`src/rtl/bcd_pkg.sv`:
```
// rtl/bcd_pkg.sv - shared widths, FSM states and helpers for BCD digit entry
package bcd_pkg;

    localparam int BCD_W    = 4;
    localparam int NUM_KEYS = 10;

    typedef enum logic {
        ENTRY = 1'b0,
        HOLD  = 1'b1
    } state_t;

    // Width needed to count 0..digits inclusive.
    function automatic int cnt_width(input int digits);
        return $clog2(digits + 1);
    endfunction

endpackage

```
`src/rtl/onehot_bcd_enc.sv`:
```
// rtl/onehot_bcd_enc.sv - combinational 10-line one-hot to BCD digit encoder
module onehot_bcd_enc
    import bcd_pkg::*;
#(
    parameter int PRIORITY_MODE = 0
) (
    input  logic [NUM_KEYS-1:0] key,
    output logic [BCD_W-1:0]    digit,
    output logic                any,
    output logic                multi
);

    always_comb begin
        digit = '0;
        // Later (higher) indices overwrite, so the highest set line wins.
        for (int k = 0; k < NUM_KEYS; k++) begin
            if (key[k]) begin
                digit = BCD_W'(k);
            end
        end
        any   = |key;
        multi = (key & (key - NUM_KEYS'(1))) != '0;
        if ((PRIORITY_MODE == 0) && multi) begin
            digit = '0;
        end
    end

endmodule

```
`src/rtl/bcd_digit_entry.sv`:
```
// rtl/bcd_digit_entry.sv - multi-digit BCD entry accumulator with valid/ready output
module bcd_digit_entry
    import bcd_pkg::*;
#(
    parameter int DIGITS        = 4,
    parameter int PRIORITY_MODE = 0
) (
    input  logic                          clk,
    input  logic                          rst,
    input  logic [NUM_KEYS-1:0]           key_in,
    input  logic                          enter,
    input  logic                          clear,
    output logic [BCD_W*DIGITS-1:0]       acc_bcd,
    output logic [cnt_width(DIGITS)-1:0]  digit_cnt,
    output logic [BCD_W*DIGITS-1:0]       out_bcd,
    output logic                          out_valid,
    input  logic                          out_ready,
    output logic                          err_multi,
    output logic                          overflow
);

    localparam int ACC_W = BCD_W * DIGITS;
    localparam int CNT_W = cnt_width(DIGITS);
    localparam logic [CNT_W-1:0] CNT_FULL = CNT_W'(DIGITS);

    state_t               state, state_n;
    logic [NUM_KEYS-1:0]  key_q;
    logic [ACC_W-1:0]     acc_n, out_n;
    logic [CNT_W-1:0]     cnt_n;
    logic                 valid_n, err_n, ovf_n;

    logic [BCD_W-1:0]     enc_digit;
    logic                 enc_any, enc_multi;
    logic                 press;

    onehot_bcd_enc #(
        .PRIORITY_MODE(PRIORITY_MODE)
    ) u_enc (
        .key   (key_in),
        .digit (enc_digit),
        .any   (enc_any),
        .multi (enc_multi)
    );

    // key_q resets to all-ones so a key held through reset is not a press.
    assign press = enc_any && (key_q == '0);

    always_ff @(posedge clk or posedge rst) begin
        if (rst) begin
            state     <= ENTRY;
            key_q     <= '1;
            acc_bcd   <= '0;
            digit_cnt <= '0;
            out_bcd   <= '0;
            out_valid <= 1'b0;
            err_multi <= 1'b0;
            overflow  <= 1'b0;
        end else begin
            state     <= state_n;
            key_q     <= key_in;
            acc_bcd   <= acc_n;
            digit_cnt <= cnt_n;
            out_bcd   <= out_n;
            out_valid <= valid_n;
            err_multi <= err_n;
            overflow  <= ovf_n;
        end
    end

    always_comb begin
        state_n = state;
        acc_n   = acc_bcd;
        cnt_n   = digit_cnt;
        out_n   = out_bcd;
        valid_n = out_valid;
        err_n   = 1'b0;
        ovf_n   = 1'b0;

        if (clear) begin
            acc_n   = '0;
            cnt_n   = '0;
            valid_n = 1'b0;
            state_n = ENTRY;
        end else begin
            case (state)
                ENTRY: begin
                    if (enter && (digit_cnt != '0)) begin
                        out_n   = acc_bcd;
                        valid_n = 1'b1;
                        acc_n   = '0;
                        cnt_n   = '0;
                        state_n = HOLD;
                    end else if (press) begin
                        if ((PRIORITY_MODE == 0) && enc_multi) begin
                            err_n = 1'b1;
                        end else if (digit_cnt == CNT_FULL) begin
                            ovf_n = 1'b1;
                        end else begin
                            // Truncating the concatenation drops the oldest digit slot.
                            acc_n = ACC_W'({acc_bcd, enc_digit});
                            cnt_n = digit_cnt + CNT_W'(1);
                        end
                    end
                end
                HOLD: begin
                    if (out_valid && out_ready) begin
                        valid_n = 1'b0;
                        state_n = ENTRY;
                    end
                end
                default: begin
                    state_n = ENTRY;
                end
            endcase
        end
    end

endmodule

```
`config.mk`:
```
export PLATFORM = sky130hd
export DESIGN_NAME = bcd_digit_entry
export DESIGN_NICKNAME = d
export VERILOG_FILES = /design/src/rtl/bcd_pkg.sv /design/src/rtl/onehot_bcd_enc.sv /design/src/rtl/bcd_digit_entry.sv
export SDC_FILE = /design/constraint.sdc
export NUM_CORES = 1
export LEC_CHECK = 0
export CORE_MARGIN = 5
export CORE_UTILIZATION = 25
export CTS_BUF_LIST = sky130_fd_sc_hd__clkbuf_4
export DETAILED_ROUTE_END_ITERATION = 16
export GPL_TIMING_DRIVEN = 0
export RECOVER_POWER = 100
export SLEW_MARGIN = 20
export SYNTH_ARGS = -nofsm -noshare
export SYNTH_HDL_FRONTEND = slang
export SYNTH_HIERARCHICAL = 1
export SYNTH_SLANG_ARGS = --single-unit
```
`constraint.sdc`:
```
create_clock -name clk -period 5.31 [get_ports clk]
set_input_delay 0.531 -clock clk [delete_from_list [all_inputs] [get_ports clk]]
set_output_delay 0.531 -clock clk [all_outputs]
set_load 0.02 [all_outputs]
```
Word-level counts from Yosys, hierarchy flattened --
Index checks and enable logic that the tools add are counted.
Word-level totals: register bits 49, input port bits 15, output and inout bits 38, logic and storage cells 70
Operators by class: add/sub/neg operators 2, equal/unequal tests 6, mux-type cells 40, bitwise operators 3, reduce and logical (&&, ||, !) cells 11
Operator list (count):
- $mux 16 | 6
- $mux 4 | 8
- $mux 1 | 18
- $mux 3 | 6
- $and 10x10->10 | 1
- $logic_not 10->1 | 1
- $reduce_bool 10->1 | 1
- $reduce_or 10->1 | 1
- $sub 10x1->10 const B | 1
- $ne 3x2->1 const B | 2
- $ne 3x3->1 const B | 2
- $reduce_bool 3->1 | 2
- $pmux 1 s2 | 2
- $reduce_and 4->1 | 1
- $add 3x1->3 const B | 1
- $eq 3x3->1 const B | 1
- $logic_and 1x1->1 | 3
- $reduce_and 3->1 | 1
- $ne 2x2->1 const B | 1
- $not 1->1 | 2
- $reduce_and 2->1 | 1

Longest topological paths before layout --
Gate-level depths: netlist of run 1.
depth after elaboration 15, mapped depth 11, mapped depth without buffers 8

Modules after synthesis --
Netlist of run 1, hierarchy kept.
By module, submodules not included:
- bcd_digit_entry | times used 1, cells an instance 126, area each 1943.1 um^2, sequential area each 1238.7 um^2
- onehot_bcd_enc | times used 1, cells an instance 35, area each 221.5 um^2, sequential area each 0.0 um^2

Least setup slack after synthesis of run 1 --
OpenSTA, ideal clock, no wires.
path kind input-to-reg, start point input key_in[1], end point register acc_bcd[11], setup time 0.121 ns, data arrival time 2.726 ns, data required time 5.189 ns, slack 2.463 ns, stages on the path 10, path buffers 2, cells stage by stage or4_1 > or2_2 > a211oi_1 > o21ai_1 > nor4_1 > nand4_2 > a21o_1 > buf_6 > buf_8 > a22o_1
On the way: longest elaborated chain between the ends 5, elaborated cells between the ends (all ways) 8, classes of those cells add/sub (1); eq/ne (1); bitwise (1); reduce/logical (5)
Ends and longest elaborated chain:
- start: declaration | RTL line bcd_digit_entry.sv:10 | input logic [NUM_KEYS-1:0] key_in,
- $sub 10x1->10 | RTL line onehot_bcd_enc.sv:22 | multi = (key & (key - NUM_KEYS'(1))) != '0;
- $and 10x10->10 * | RTL line onehot_bcd_enc.sv:22
- $reduce_bool 10->1 * | RTL line onehot_bcd_enc.sv:22
- net enc_multi | RTL line bcd_digit_entry.sv:33 | logic enc_any, enc_multi;
- $ne 3x2->1 (no source line) *
- $reduce_and 4->1 (no source line) *
- end signal: assignment | RTL line bcd_digit_entry.sv:61 | acc_bcd <= acc_n;
- end: declaration | RTL line bcd_digit_entry.sv:13 | output logic [BCD_W*DIGITS-1:0] acc_bcd,
Mark *: on every way through the listed nets, which the timed path passes. The rest lies on a longest branch. A chain may end at the register's enable or synchronous reset.

Worst setup path after layout of run 1 --
start point input key_in[4], end point register acc_bcd[2]
The elaborated chain is that of the path after synthesis.

==> impl_metrics.toml, run 1 <==
[status]
status = "finished, violations left"
violations = "capacitance limit, slew limit"

[cts]
cts-resized-gates = 0
clock_latency_ns = 0.36
cts_buffers = 5
cts_hold_buf = 0
cts_setup_buffers = 0
clk_pin_slew_ns = 0.14
clock-sinks = 49
cts_tree = "done"
h-tree-depth = 2
clock_tree.buffer_depth = 2
cts_root_buffer = "clkbuf_4"

[grt]
grt_max_degree = 32
grt_pass1_wl_mm = 7.838
antenna_found_initial = 0
grt_usage_pct = 9.572
grt_overflow = 0
grt_pass1_vias = 1538

[run]
maxCapViolations = 1

[setup_path]
max_stage_delay_ns = 0.65
r2r-start = "digit_cnt[1]$_DFFE_PP0P_"
critPathCaptureType = "flip-flop"
reg2regPathDepth = 8
cp-start-kind = "input port"
cp_slowest_cell = "dlygate4sd3_1"
path_max_fanout = 10
crit_type = "in2reg"
arrival_ns = 4.04
worstPathCellList = "dlygate4sd3_1, or4_1, or2_2, a211oi_1, o21ai_0, nor4_1, nand4_2, a21o_1, clkbuf_1, clkbuf_1, a22o_1"
worstPathRequired_ns = 5.57
r2r_end = "out_bcd[3]$_DFFE_PP0P_"
reg2reg_slack_ns = 2.82
cp_common_cell = "clkbuf_1"

[route]
avgRoutedWirePerCell_um = 14.72
drtAntennaViolNets = 0
totalWireLength_mm = 4.857
via_per_inst = 4.579
drc = 0
drt_iter0_drc = 28
drtPass1Iterations = 4
via_count = 1511

[timing]
period_needed_ns = 3.781
worst_slack_ns = 1.529
drv_slew = 32
worst_slew_pin_slew_ns = 1.664
tns_ns = 0
rsz0062_at_grt = "no"
fmax_mhz = 264.5
fin_crit_sh_pct = 71.20
finalHoldViolations = 0
slew_headroom_pct = -10.93
final.setup_skew_ns = 0.01512
setup_viol = 0

[yosys]
synth.largest_area_cell = "dfrtp_1"
ys_warn_count = 6
syn-cell-area_um2 = 2165
synthDistinctLibCells = 46
synth_seq_area_share_pct = 57.23
synthTopCellsByArea = "dfrtp_1 45%, dfstp_2 12%, mux2_4 6.2%"
synth_seq_cells = 49
syn-num-nets = 178
synth_top_cell_area_share_pct = 45.09
syn_inst = 161
syn_avg_cell_area_um2 = 13.44

[floorplan]
initial_core_util_pct = 25.19
dieArea_um2 = 10620
core_area_um2 = 8593
dieHeight_um = 103.1
io_pins = 53
fp-row-count = 34
chipWidth_um = 103.1

[placement]
dp_slack_ns = 1.562
hpwl_mm = 3.735
portBuffers = 52
place_area_um2 = 2840
place_congestion = 0.8419

[min_path]
hold_end = "out_bcd[0]$_DFFE_PP0P_"
min_path_type = "reg2reg"
hold_depth = 1
min_from = "out_bcd[0]$_DFFE_PP0P_"

[pwr]
power_density_nw_per_um2 = 225.7
ir_worst_vdd_mv = 0.1038
p_seq_share_pct = 59.8
combPwrFrac_pct = 5.8
pwr-share-clk_pct = 34.4
internal_power_mw = 0.4948
leakagePower_nw = 1.351
netSwitchingFraction_pct = 22.75
switchingPower_mw = 0.1458
finalPower_mw = 0.6405

[finish]
final_nets = 238
fin_util_pct = 33.02
multiInputGateArea_um2 = 808.3
syn_to_final_growth_pct = 31.10
design_area_um2 = 2838
drive_gt1_share_pct = 19.82
antenna_cells = 0
fill_cells = 892
final-seq-area_um2 = 1239
==> sequential cells by signal, summed over array words and instances (netlist names) <==
| name | cells |
|---|---|
| out_valid | 1 |
| state | 1 |
| overflow | 1 |
| digit_cnt | 3 |
| err_multi | 1 |
| key_q | 10 |
| out_bcd | 16 |
| acc_bcd | 16 |
==> area by class of cell <==
cell class,instances,area share [%]
Tap cell,108,4.762
Multi-Input combinational cell,100,28.48
Timing Repair Buffer,53,18.47
Inverter,6,0.7937
Clock inverter,3,1.543
Buffer,6,0.9700
Clock buffer,5,1.323
Sequential cell,49,43.65
==> through the flow <==
stage / hold slack (ns) / std cells
floorplan: 0.5355 / 161
global placement: 0.4893 / 321
detailed placement: 0.4966 / 322
CTS: 0.4770 / 330
global route: 0.5401 / 330
finish: 0.5076 / 330
==> kinds of logic (layout without fill, tap and decap cells) <==
logic type,Yosys count,count (layout),synth area share [%]
buf+inv,12,73,3.872
compound gates,35,35,13.18
xor+xnor,1,1,0.4047
fa+ha+maj,4,4,2.081
mux,17,17,10.40
flops,49,49,57.23
simple gates,43,43,12.83
==> metal layers <==
layer	up-vias	part of all wire (%)	track usage (%)	wire length, um
met2	35	48	15.10	2341
met1	748	45	12.65	2182
met5	-	0	0	0
met4	0	0.74	2.988	36
met3	4	6.1	2.842	296
li1	724	-	-	-
==> cells in the mapped netlist (all sizes together) <==
cell     number
xnor2         1
mux2         17
nor2          9
or2           2
nand2         8
nor4          2
a311oi        1
a211o         1
a2111o        2
nand4         3
o31ai         1
maj3          2
a21o          1
nor4bb        1
buf           6
dfrtp        39
or3           2
nor4b         1
nor2b         2
ha            2
inv           6
or4           1
nor3          7
a22o         17
dfstp        10
nand2b        2
a2bb2oi       1
or3b          2
a21oi         5
nor3b         1
a31o          1
a211oi        2
o21ai         3
==> how the worst max path moves through the flow <==
stage          cells past startpoint                       to  slack [ns]      start
2_1_floorplan                     10  acc_bcd[11]$_DFFE_PP0P_        2.46  key_in[1]
3_3_place_gp                      10   acc_bcd[2]$_DFFE_PP0P_        1.59  key_in[4]
3_5_place_dp                      10  acc_bcd[11]$_DFFE_PP0P_        1.56  key_in[4]
4_1_cts                           10   acc_bcd[2]$_DFFE_PP0P_        1.96  key_in[4]
5_1_grt                           11   acc_bcd[2]$_DFFE_PP0P_        1.34  key_in[4]
6_report                          11   acc_bcd[2]$_DFFE_PP0P_        1.53  key_in[4]
==> critical path, delay by kind of cell <==
| kind | cells | cell delay, ns |
|---|---|---|
| AOI/OAI and AO/OA | 4 | 0.91 |
| buffers and inverters | 3 | 1.15 |
| and+or+nand+nor | 4 | 1.43 |
==> power groups by stage <==
stage | registers [mW] | clock network [mW] | logic [mW]
after floorplan | 0.389 | 0 | 0.0193
after global placement | 0.390 | 0 | 0.0406
after detailed placement | 0.390 | 0 | 0.0432
after CTS | 0.383 | 0.230 | 0.0433
after global routing | 0.384 | 0.249 | 0.0423
final | 0.383 | 0.220 | 0.0371
==> cell usage in the layout, fill, tap and decap left out, types with 5 or more instances in the layout <==
cell type / synthesis / final
a21oi_1: 5 / 5
inv_1: 6 / 6
dfstp_2: 10 / 10
clkbuf_1: 0 / 5
mux2_1: 0 / 9
nand2_1: 8 / 8
a22o_1: 10 / 10
dfrtp_1: 39 / 39
nor2_1: 8 / 8
nor3_1: 6 / 6
mux2_2: 8 / 8
a22o_2: 7 / 7
clkbuf_4: 0 / 5
dlygate4sd3_1: 0 / 49
Note: power is estimated with default switching activity, not from simulation.
==> run 2: changes to the inputs <==
- clock period: 5.31 -> 3.6 ns (I/O delays scaled with it)
==> run 2 against run 1 <==
Against the previous run: the run still ends with capacitance limit, slew limit left; clock power up 48%; register-to-register slack got worse by 1.7 ns; clock skew about the same; combinational power rose by 54%; highest routed layer unchanged; sequential power rose by 48%; first-iteration DRC count fell by 18%; utilization is 0.22 points higher; die area stayed put.
==> impl_metrics.toml, run 2 (synthesis gave the netlist of run 1 again) <==
[finish]
final_cell_mix = "49 x dlygate4sd3_1, 39 x dfrtp_1, 10 x a22o_1, 10 x dfstp_2, 9 x mux2_1"
drive_gt1_share_pct = 20.72
reg_top3 = "acc_bcd: 16 flops, out_bcd: 16 flops, key_q: 10 flops"
final_nets = 238
fin_util_pct = 33.24
final_common_cell = "dlygate4sd3_1"
antenna_cells = 0
syn_to_final_growth_pct = 31.97

[setup_path]
critPathCaptureType = "flip-flop"
path_max_fanout = 10
critPathBufInv = 2
worstPathCellList = "dlygate4sd3_1, or4_1, or2_2, a211oi_1, o21ai_1, nor4_1, nand4_2, nor2_2, buf_4, a22o_1"
cp-start-kind = "input port"
crit_family = "simple AND/OR/NAND/NOR gates"
cp_slowest_cell = "dlygate4sd3_1"
worstPathRequired_ns = 3.90
crit_type = "in2reg"
max_stage_delay_ns = 0.65
arrival_ns = 3.56

[cts]
cts_buffers = 5
h-tree-depth = 2
cts_root_buffer = "clkbuf_4"
clock_latency_ns = 0.36
clk_pin_slew_ns = 0.15
clock-sinks = 49
clock_tree.buffer_depth = 2
cts-resized-gates = 0
cts_hold_buf = 0
cts_setup_buffers = 0
cts_tree = "done"

[timing]
tns_ns = 0
setup_viol = 0
fin_crit_sh_pct = 90.51
final.setup_skew_ns = 0.01516
worst_slew_pin_slew_ns = 1.668
drv_slew = 32
period_needed_ns = 3.258
finalHoldViolations = 0
rsz0062_at_grt = "no"
slew_headroom_pct = -11.23
fmax_mhz = 306.9

[route]
drt_iter0_drc = 23
drtPass1Iterations = 4
avgRoutedWirePerCell_um = 14.73
drc = 0
totalWireLength_mm = 4.860
drtAntennaViolNets = 0
via_per_inst = 4.570
via_count = 1508

[floorplan]
io_pins = 53
core_area_um2 = 8593
fp-row-count = 34
dieHeight_um = 103.1
initial_core_util_pct = 25.19
dieArea_um2 = 10620
chipWidth_um = 103.1

[placement]
hpwl_mm = 3.735
place_congestion = 0.8419
portBuffers = 52

[grt]
grt_pass1_wl_mm = 7.838
antenna_found_initial = 0
grt_usage_pct = 9.572
grt_max_degree = 32
grt_pass1_vias = 1538
grt_overflow = 0

[pwr]
p_seq_share_pct = 59.6
power_density_nw_per_um2 = 332.1
pwr-share-clk_pct = 34.4
netSwitchingFraction_pct = 22.82
ir_worst_vdd_mv = 0.1531
switchingPower_mw = 0.2165
leakagePower_nw = 1.362
combPwrFrac_pct = 6.0
internal_power_mw = 0.7321

[min_path]
min_path_type = "reg2reg"

[run]
maxCapViolations = 1

[status]
status = "finished, violations left"
violations = "capacitance limit, slew limit"
==> run 2: cell types whose count changed in the layout (fill, tap and decap cells not counted) <==
cell | previous run | this run
buf_6 | 0 | 1
buf_8 | 0 | 1
clkbuf_1 | 5 | 3
o21ai_0 | 3 | 2
o21ai_1 | 0 | 1
==> run 2: metal layers <==
metal  track usage, %  up-vias  share of wire, %
met4            2.988        0              0.74
li1                 -      723                 -
met2            15.10       35                48
met1            12.65      746                45
met3            2.842        4               6.1
met5                0        -                 0
==> run 2: power groups by stage <==
stage	combinational, mW	clock, mW	sequential [mW]
floorplan	0.0285	0	0.575
global placement	0.0599	0	0.575
detailed placement	0.0636	0	0.575
CTS	0.0638	0.340	0.565
global route	0.0651	0.367	0.566
finish	0.0573	0.326	0.565
==> run 2: metrics by stage <==
stage	power, mW	setup slack [ns]	area (um^2)	instances	hold slack (ns)
CTS	0.9687	0.4257	2922	330	0.3060
finish	0.9486	0.3416	2856	330	0.5103
global placement	0.6347	0.05280	2820	321	0.4893
global route	0.9979	0.1832	2856	330	0.5401
floorplan	0.6030	0.9237	2165	161	0.3645
detailed placement	0.6387	0.02253	2840	322	0.4966
==> run 2: final timing paths <==
kind                       slack, ns                startpoint                       end  cells past startpoint
min in group asynchronous       0.53                       rst    acc_bcd[1]$_DFFE_PP0P_                      2
max in group asynchronous       1.10                       rst  digit_cnt[0]$_DFFE_PP0P_                      3
min reg2reg                     0.51    out_bcd[0]$_DFFE_PP0P_    out_bcd[0]$_DFFE_PP0P_                      1
min                             0.51    out_bcd[0]$_DFFE_PP0P_    out_bcd[0]$_DFFE_PP0P_                      1
max                             0.34                 key_in[4]    acc_bcd[2]$_DFFE_PP0P_                     10
max reg2reg                     1.11  digit_cnt[1]$_DFFE_PP0P_    out_bcd[2]$_DFFE_PP0P_                      8
==> run 2: worst reg2reg max path, cell delays in order, from the launching register on <==
cell      delay (ns)
dfrtp_1         0.46
inv_1           0.07
ha_1            0.20
nand2b_2        0.10
nand2_1         0.08
or3_1           0.10
clkbuf_1        0.39
clkbuf_1        0.58
mux2_1          0.38
==> run 2: layout make-up <==
| class | instances | area, um^2 |
|---|---|---|
| Multi-Input combinational cell | 100 | 808.3 |
| Clock buffer | 5 | 37.54 |
| Buffer | 6 | 46.29 |
| Fill cell | 888 | 5737 |
| Timing Repair Buffer | 53 | 524.3 |
| Tap cell | 108 | 135.1 |
| Clock inverter | 3 | 43.79 |
| Inverter | 6 | 22.52 |
| Sequential cell | 49 | 1239 |
==> run 3: changes to the inputs <==
- DONT_BUFFER_PORTS: not set -> 1
- clock period: 3.6 -> 3.47 ns (I/O delays scaled with it)
==> run 3 against run 2 <==
Against the previous run: combinational power fell by 15%; critical path type unchanged; wire length rose by 3.9%; the flow still finishes with violations (capacitance limit, slew limit); worst hold slack got worse by 0.36 ns; critical path depth fell by 1.
==> impl_metrics.toml, run 3 (synthesis gave the netlist of run 1 again) <==
[min_path]
hold_depth = 3
min_from = "clear"
min_path_type = "in2reg"
hold_end = "state$_DFF_PP0_"

[cts]
clock_tree.buffer_depth = 2
clk_pin_slew_ns = 0.14
clock_latency_ns = 0.36
h-tree-depth = 2
cts_buffers = 5
cts_tree = "done"
cts_root_buffer = "clkbuf_4"
cts-resized-gates = 0
clock-sinks = 49

[pwr]
power_density_nw_per_um2 = 370.9
combPwrFrac_pct = 5.4
internal_power_mw = 0.6929
leakagePower_nw = 1.080
netSwitchingFraction_pct = 23.18
p_seq_share_pct = 65.0
ir_worst_vdd_mv = 0.1429
finalPower_mw = 0.9020
switchingPower_mw = 0.2091
pwr-share-clk_pct = 29.6

[grt]
antenna_found_initial = 0
grt_util_met3_pct = 3.721
grt_pass1_vias = 1442
grt_pass1_wl_mm = 7.817
use_met2_pct = 15.39
grt_overflow = 0
use_met1_pct = 11.71
grt_busiest_layer = "met2"
grt_max_degree = 32
grt_usage_pct = 9.523

[floorplan]
initial_core_util_pct = 25.19
dieHeight_um = 103.1
core_area_um2 = 8593
fp-row-count = 34
dieArea_um2 = 10620
io_pins = 53
chipWidth_um = 103.1

[timing]
finalHoldViolations = 0
fin_crit_sh_pct = 78.79
hold_slack_ns = 0.1455
worst_slew_pin_slew_ns = 1.692
final.setup_skew_ns = 0.01501
rsz0062_at_grt = "no"
setup_viol = 0
fmax_mhz = 365.8
tns_ns = 0
period_needed_ns = 2.734
slew_headroom_pct = -12.81
drv_slew = 32

[status]
status = "finished, violations left"
violations = "capacitance limit, slew limit"

[route]
avgRoutedWirePerCell_um = 17.41
via_per_inst = 4.734
drt_iter0_drc = 29
drc = 0
drtPass1Iterations = 4
totalWireLength_mm = 5.049
drtAntennaViolNets = 0
via_count = 1373

[run]
maxCapViolations = 1

[placement]
hpwl_mm = 3.688
portBuffers = 0
place_congestion = 0.8018
place_area_um2 = 2320

[setup_path]
worstPathRequired_ns = 3.77
path_max_fanout = 10
r2r-start = "digit_cnt[0]$_DFFE_PP0P_"
reg2regPathDepth = 8
r2r_end = "out_bcd[11]$_DFFE_PP0P_"
crit_type = "in2reg"
reg2reg_slack_ns = 0.81
cp-start-kind = "input port"
arrival_ns = 3.03
critPathCaptureType = "flip-flop"

[finish]
antenna_cells = 0
drive_gt1_share_pct = 25.27
reg_top3 = "acc_bcd: 16 flops, out_bcd: 16 flops, key_q: 10 flops"
final_cell_mix = "39 x dfrtp_1, 12 x dlygate4sd3_1, 10 x a22o_1, 10 x dfstp_2, 9 x mux2_1"
syn_to_final_growth_pct = 12.37
fill_cells = 894
final-seq-area_um2 = 1239
final_common_cell = "dfrtp_1"
final_nets = 198
design_area_um2 = 2432
multiInputGateArea_um2 = 808.3
==> run 3: power groups by stage <==
stage	clock network [mW]	logic, mW	registers, mW
detailed placement	0	0.0400	0.597
finish	0.267	0.0486	0.586
global route	0.310	0.0551	0.587
global placement	0	0.0367	0.596
floorplan	0	0.0296	0.596
CTS	0.288	0.0515	0.586
==> run 3: area by class of cell <==
| type | count | share of cell area (%) |
|---|---|---|
| clock inverters | 2 | 0.5144 |
| well taps | 108 | 5.556 |
| inverters | 6 | 0.9259 |
| clock buffers | 6 | 1.852 |
| multi-input cells | 100 | 33.23 |
| flip-flops and latches | 49 | 50.93 |
| plain buffers | 6 | 1.903 |
| repair buffers | 13 | 5.093 |
==> run 3: timing repair <==
action,4_1_cts,5_1_grt
hold buffers,11,1
setup buffers,0,0
hold endpoints to repair,18,2
endpoints found under the setup margin,0,0
==> run 3: worst max-delay path by stage <==
stage | end | start | slack, ns | cells past startpoint
finish | acc_bcd[12]$_DFFE_PP0P_ | key_in[1] | 0.74 | 9
global route | acc_bcd[12]$_DFFE_PP0P_ | rst | 0.45 | 3
CTS | acc_bcd[12]$_DFFE_PP0P_ | key_in[1] | 0.85 | 9
detailed placement | acc_bcd[12]$_DFFE_PP0P_ | key_in[1] | 0.47 | 9
global placement | acc_bcd[12]$_DFFE_PP0P_ | key_in[1] | 0.51 | 9
floorplan | acc_bcd[4]$_DFFE_PP0P_ | key_in[1] | 0.81 | 10
==> run 3: per-stage QoR <==
stage	instances	util (%)	setup WS, ns
4_1_cts	289	28.95	0.8525
5_1_grt	290	28.31	0.4484
3_3_place_gp	269	26.76	0.5120
3_5_place_dp	270	26.99	0.4671
2_1_floorplan	161	-	0.8067
6_report	290	28.31	0.7361
==> run 3: per-layer routing <==
metal	routed length (um)	part of all wire, %
met1	2244	44
met2	2301	46
met3	442	8.8
met4	61	1.2
met5	0	0
==> run 3: worst max-delay path: stages <==
cell and delay, ns:
or4_1 0.58, or2_2 0.33, a211oi_1 0.18, o21ai_0 0.29, nor4_1 0.31, nand4_2 0.16
nor2_2 0.40, buf_4 0.27, a22o_1 0.14
